File: src/rtl/quant_par_writer.sv
// Two-partition circular FIFO: independent queues for partition 0 and 1 sharing one write and one read port.
// Optional feature: define QUANT_PAR_SCRUB_EN to zero vacated slots on pop and force rd_data to 0 when empty.
module quant_par_writer #(
  parameter int unsigned DW    = 2,
  parameter int unsigned DEPTH = 4
) (
  input  logic                     clk,
  input  logic                     rst_n,
  input  logic                     wr_valid,
  input  logic                     wr_part,
  input  logic [DW-1:0]            wr_data,
  output logic                     wr_ready,
  input  logic                     rd_part,
  input  logic                     rd_ready,
  output logic                     rd_valid,
  output logic [DW-1:0]            rd_data,
  output logic [$clog2(DEPTH):0]   count0,
  output logic [$clog2(DEPTH):0]   count1
);

  localparam int unsigned AW = $clog2(DEPTH);
  localparam int unsigned CW = AW + 1;

  logic [DW-1:0] mem0_q [DEPTH];
  logic [DW-1:0] mem1_q [DEPTH];

  logic [AW-1:0] wr_ptr0_q, wr_ptr0_d, rd_ptr0_q, rd_ptr0_d;
  logic [AW-1:0] wr_ptr1_q, wr_ptr1_d, rd_ptr1_q, rd_ptr1_d;
  logic [CW-1:0] count0_q, count0_d, count1_q, count1_d;

  logic not_full0, not_full1, not_empty0, not_empty1;
  logic push0, push1, pop0, pop1;
  logic [DW-1:0] head0, head1;

  // Occupancy flags per partition; each derived only from its own count.
  always_comb begin
    not_full0  = (count0_q != CW'(DEPTH));
    not_full1  = (count1_q != CW'(DEPTH));
    not_empty0 = (count0_q != CW'(0));
    not_empty1 = (count1_q != CW'(0));
    head0      = mem0_q[rd_ptr0_q];
    head1      = mem1_q[rd_ptr1_q];
  end

  // Port-level handshakes are steered by the public selectors wr_part / rd_part.
  always_comb begin
    wr_ready = wr_part ? not_full1 : not_full0;
    rd_valid = rd_part ? not_empty1 : not_empty0;
`ifdef QUANT_PAR_SCRUB_EN
    rd_data  = rd_part ? (not_empty1 ? head1 : '0) : (not_empty0 ? head0 : '0);
`else
    rd_data  = rd_part ? head1 : head0;
`endif
  end

  // A full partition still takes a write when the same edge pops it, keeping count at DEPTH.
  always_comb begin
    pop0  = rd_ready && !rd_part && not_empty0;
    pop1  = rd_ready &&  rd_part && not_empty1;
    push0 = wr_valid && !wr_part && (not_full0 || pop0);
    push1 = wr_valid &&  wr_part && (not_full1 || pop1);
  end

  // Next-state for pointers and counts; pointer width makes wrap modulo DEPTH implicit.
  always_comb begin
    wr_ptr0_d = wr_ptr0_q;
    rd_ptr0_d = rd_ptr0_q;
    wr_ptr1_d = wr_ptr1_q;
    rd_ptr1_d = rd_ptr1_q;
    count0_d  = count0_q;
    count1_d  = count1_q;
    if (push0) wr_ptr0_d = wr_ptr0_q + AW'(1);
    if (pop0)  rd_ptr0_d = rd_ptr0_q + AW'(1);
    if (push1) wr_ptr1_d = wr_ptr1_q + AW'(1);
    if (pop1)  rd_ptr1_d = rd_ptr1_q + AW'(1);
    count0_d = count0_q + CW'(push0) - CW'(pop0);
    count1_d = count1_q + CW'(push1) - CW'(pop1);
  end

  always_ff @(posedge clk or negedge rst_n) begin
    if (!rst_n) begin
      wr_ptr0_q <= '0;
      rd_ptr0_q <= '0;
      wr_ptr1_q <= '0;
      rd_ptr1_q <= '0;
      count0_q  <= '0;
      count1_q  <= '0;
    end else begin
      wr_ptr0_q <= wr_ptr0_d;
      rd_ptr0_q <= rd_ptr0_d;
      wr_ptr1_q <= wr_ptr1_d;
      rd_ptr1_q <= rd_ptr1_d;
      count0_q  <= count0_d;
      count1_q  <= count1_d;
    end
  end

  // Storage is not reset; a write to the slot being vacated wins over the scrub.
  always_ff @(posedge clk) begin
`ifdef QUANT_PAR_SCRUB_EN
    if (pop0) mem0_q[rd_ptr0_q] <= '0;
    if (pop1) mem1_q[rd_ptr1_q] <= '0;
`endif
    if (push0) mem0_q[wr_ptr0_q] <= wr_data;
    if (push1) mem1_q[wr_ptr1_q] <= wr_data;
  end

  assign count0 = count0_q;
  assign count1 = count1_q;

endmodule
File: config.mk
export PLATFORM = sky130hd
export DESIGN_NAME = quant_par_writer
export DESIGN_NICKNAME = d
export VERILOG_FILES = /design/src/rtl/quant_par_writer.sv
export SDC_FILE = /design/constraint.sdc
export NUM_CORES = 1
export LEC_CHECK = 0
export ABC_AREA = 0
export CAP_MARGIN = 30
export CORE_MARGIN = 8
export CORE_UTILIZATION = 24
export DETAILED_ROUTE_END_ITERATION = 8
export PLACE_DENSITY = 0.47
export SETUP_SLACK_MARGIN = 0.05
export SLEW_MARGIN = 10
export SYNTH_ARGS = -nofsm -noshare
export SYNTH_HDL_FRONTEND = slang
export SYNTH_SLANG_ARGS = --single-unit
File: constraint.sdc
create_clock -name clk -period 5.73 [get_ports clk]
set_input_delay 0.8595 -clock clk [delete_from_list [all_inputs] [get_ports clk]]
set_output_delay 0.8595 -clock clk [all_outputs]
set_load 0.03 [all_outputs]
==> metrics.yaml <==
outcome:
  status: "completed"
cts:
  cts_hold_buf: 0
  cts_tree: "done"
  numCtsBuffers: 5
  cts.sinks: 30
  clk_pin_slew_ns: 0.06
  clk_latency_ns: 0.27
  cts-root-buf: "clkbuf_8"
  clock_path_buffers: 2
  htree_levels: 2
  cts_setup_buffers: 0
  cts_resized: 0
power:
  powerDensity_nw_per_um2: 491.8
  peakVddDrop_mv: 0.1865
  p_leak_uw: 0.0007307
floorplan:
  coreArea_um2: 5921
  fp-row-count: 28
  dieArea_um2: 8911
  die_y_um: 94.40
  start_util_pct: 24.92
  die_x_um: 94.40
  pin_count: 18
drt:
  postRouteAntennaNets: 0
  routed_via_density: 3.975
  num_vias: 791
  wl_mm: 2.518
  drc_errors: 0
  detail_route.first_pass.iterations: 3
  wl_per_cell_um: 12.65
  drt_iter0_drc: 12
finish:
  diodes: 0
  nFillCells: 594
  final_nets: 145
  area_delta_synth_final_pct: 23.41
  post-route-util_pct: 30.75
  layout-drive-gt1-share_pct: 16.94
  finalInstanceArea_um2: 1821
sta:
  clock.fmax_mhz: 302.8
  final-setup-viol-count: 0
  fin_tns_setup_ns: 0
  post-route-period-util_pct: 57.64
  slew_headroom_pct: 50.69
  final-hold-violation-count: 0
  finalClockSkew_ns: 0.002912
  rsz0062_at_grt: "no"
  maxSlewViolCount: 0
  finalCriticalPeriod_ns: 3.303
  tightest_slew_ns: 0.7373
placed_design:
  io_buffers: 17
  place.gp.congestion: 0.6964
  placed_cell_area_um2: 1739
  dp_hpwl_mm: 1.945
setup_path:
  timing.critical_path.mode_cell: "clkdlybuf4s50_1"
  path_max_fanout: 6
  r2r-start: "count1[2]$_DFF_PN0_"
  crit_end: "rd_data[0]"
  slowest_stage: "clkdlybuf4s50_1"
  crit_type: "input pin to primary output"
  crit_family: "buffers and inverters"
  critPathBufInv: 2
  cp.required_ns: 4.87
  crit_cells: 3
  cp_cell_sequence: "clkdlybuf4s50_1, mux2_2, clkdlybuf4s50_1"
  worstReg2RegEnd: "count1[2]$_DFF_PN0_"
  crit_path_start_kind: "input pin"
  rr_worst_depth: 9
  cp-end-kind: "primary output"
  reg2reg_slack_ns: 3.19
  critPathArrivalTime_ns: 2.44
  crit_path_start: "rd_part"
  max_stage_delay_ns: 0.61
yosys:
  synth_cell_type_count: 22
  ys_seq_elements: 30
  synth.avg_cell_area_um2: 14.90
  syn_nets: 121
  syn_area_um2: 1475
  ys_warn_count: 0
  syn_inst: 99
  ys_seq_area_share_pct: 56.32
  yosys.area.top_type_share_pct: 32.57
  synth_xor_area_share_pct: 5.937
  synth_top_cell_by_area: "edfxtp_1"
  synth_simple_gate_area_share_pct: 8.227
  synth.mux.area_fraction_pct: 10.09
  synth_top_family_by_area: "adder cells"
  synthAdderAreaFrac_pct: 12.89
  ys_top_cells_by_area: "edfxtp_1, dfrtp_1, ha_1"
  synth_compound_area_share_pct: 3.223
global_routing:
  grt_max_degree: 15
  antenna_found_initial: 0
  grt_overflow: 0
  grt_pass1_wl_mm: 4.153
  grt_pass1_vias: 860
  grtUsageTotal_pct: 6.205
min_path:
  holdPathStages: 1
  hp-class: "register to register"
flow_run:
  drv_cap: 0
-- flip-flops by register name (all words and copies together), names as in the netlist --
name / count
rd_ptr1_q: 2
wr_ptr0_q: 2
mem1_q: 8
count0: 3
wr_ptr1_q: 2
count1: 3
mem0_q: 8
rd_ptr0_q: 2
-- layout make-up --
| cell class | instances | area, µm² | share of cell area [%] |
|---|---|---|---|
| clock buffer | 6 | 72.57 | 3.986 |
| clock inverter | 2 | 8.758 | 0.4811 |
| inverter | 13 | 48.80 | 2.680 |
| multi-input combinational | 56 | 595.6 | 32.71 |
| sequential | 30 | 830.8 | 45.64 |
| tap | 75 | 93.84 | 5.155 |
| timing repair buffer | 17 | 170.2 | 9.347 |
-- synthesized netlist by cell type --
library cell	count
dfrtp_1	14
mux4_2	4
nor3b_1	2
edfxtp_1	16
xnor2_1	5
mux2i_1	1
nor2_1	2
and2_2	4
nand2b_4	1
mux2_2	3
a311oi_4	1
fa_1	2
nand2_1	3
xor2_1	5
nor4b_1	1
inv_1	13
a21oi_1	2
and2_1	4
o311a_2	1
ha_1	12
mux2_4	1
nor3_1	2
-- metal layers --
metal / global-route usage, % / wire length [µm] / vias up
met4: 2.642 / 10 / 0
met5: 0 / 0 / -
met1: 7.088 / 1172 / 382
li1: - / - / 389
met2: 9.328 / 1123 / 18
met3: 3.492 / 212 / 2
-- worst min-delay path by stage --
stage / slack [ns] / end / start
after floorplan: 0.48 / rd_ptr0_q[1]$_DFFE_PN0N_ / rd_ptr0_q[1]$_DFFE_PN0N_
after global placement: 0.51 / rd_ptr0_q[1]$_DFFE_PN0N_ / rd_ptr0_q[1]$_DFFE_PN0N_
after detailed placement: 0.51 / rd_ptr0_q[1]$_DFFE_PN0N_ / rd_ptr0_q[1]$_DFFE_PN0N_
after CTS: 0.53 / rd_ptr1_q[1]$_DFFE_PN0N_ / rd_ptr1_q[1]$_DFFE_PN0N_
after global routing: 0.56 / rd_ptr1_q[1]$_DFFE_PN0N_ / rd_ptr1_q[1]$_DFFE_PN0N_
final: 0.53 / rd_ptr1_q[1]$_DFFE_PN0N_ / rd_ptr1_q[1]$_DFFE_PN0N_
-- cells in the final DEF (no fill, tap or decap) --
cell type        synthesis  final
nor4b_1                  1      1
o311a_2                  1      1
inv_1                   13     13
a311oi_4                 1      1
clkbuf_8                 0      5
xnor2_1                  5      5
mux2_2                   3      3
mux2_4                   1      1
nand2_1                  3      3
nor3_1                   2      2
edfxtp_1                16     16
fa_1                     2      2
and2_2                   4      4
clkbuf_1                 0      1
a21oi_1                  2      2
xor2_1                   5      5
and2_1                   4      4
mux2i_1                  1      1
nor2_1                   2      2
mux4_2                   4      4
ha_1                    12     12
clkdlybuf4s50_1          0     17
nor3b_1                  2      2
dfrtp_1                 14     14
clkinv_2                 0      1
clkinv_1                 0      1
nand2b_4                 1      1
-- per-stage QoR --
step	total power, µW	instances	hold slack, ns	setup slack (ns)
final	895.3	199	0.5256	2.427
after global routing	965.9	199	0.5569	2.347
after CTS	912.6	199	0.5269	2.408
after detailed placement	751.6	191	0.5142	2.230
after global placement	734.7	191	0.5066	2.284
after floorplan	613.6	99	0.4775	2.997
-- kinds of logic after synthesis --
| logic type | count (synthesis) |
|---|---|
| XOR/XNOR | 10 |
| adder cells (fa/ha/maj) | 14 |
| multiplexers | 9 |
| AO/OA/AOI/OAI | 4 |
| AND/OR/NAND/NOR | 19 |
| buffers and inverters | 13 |
| flip-flops | 30 |
-- power breakdown --
group	internal [µW]	switching [µW]
logic	184	183
clock network	83.2	74.3
registers	295	75.2
total	563	332
Note: power is estimated with default switching activity, not from simulation.
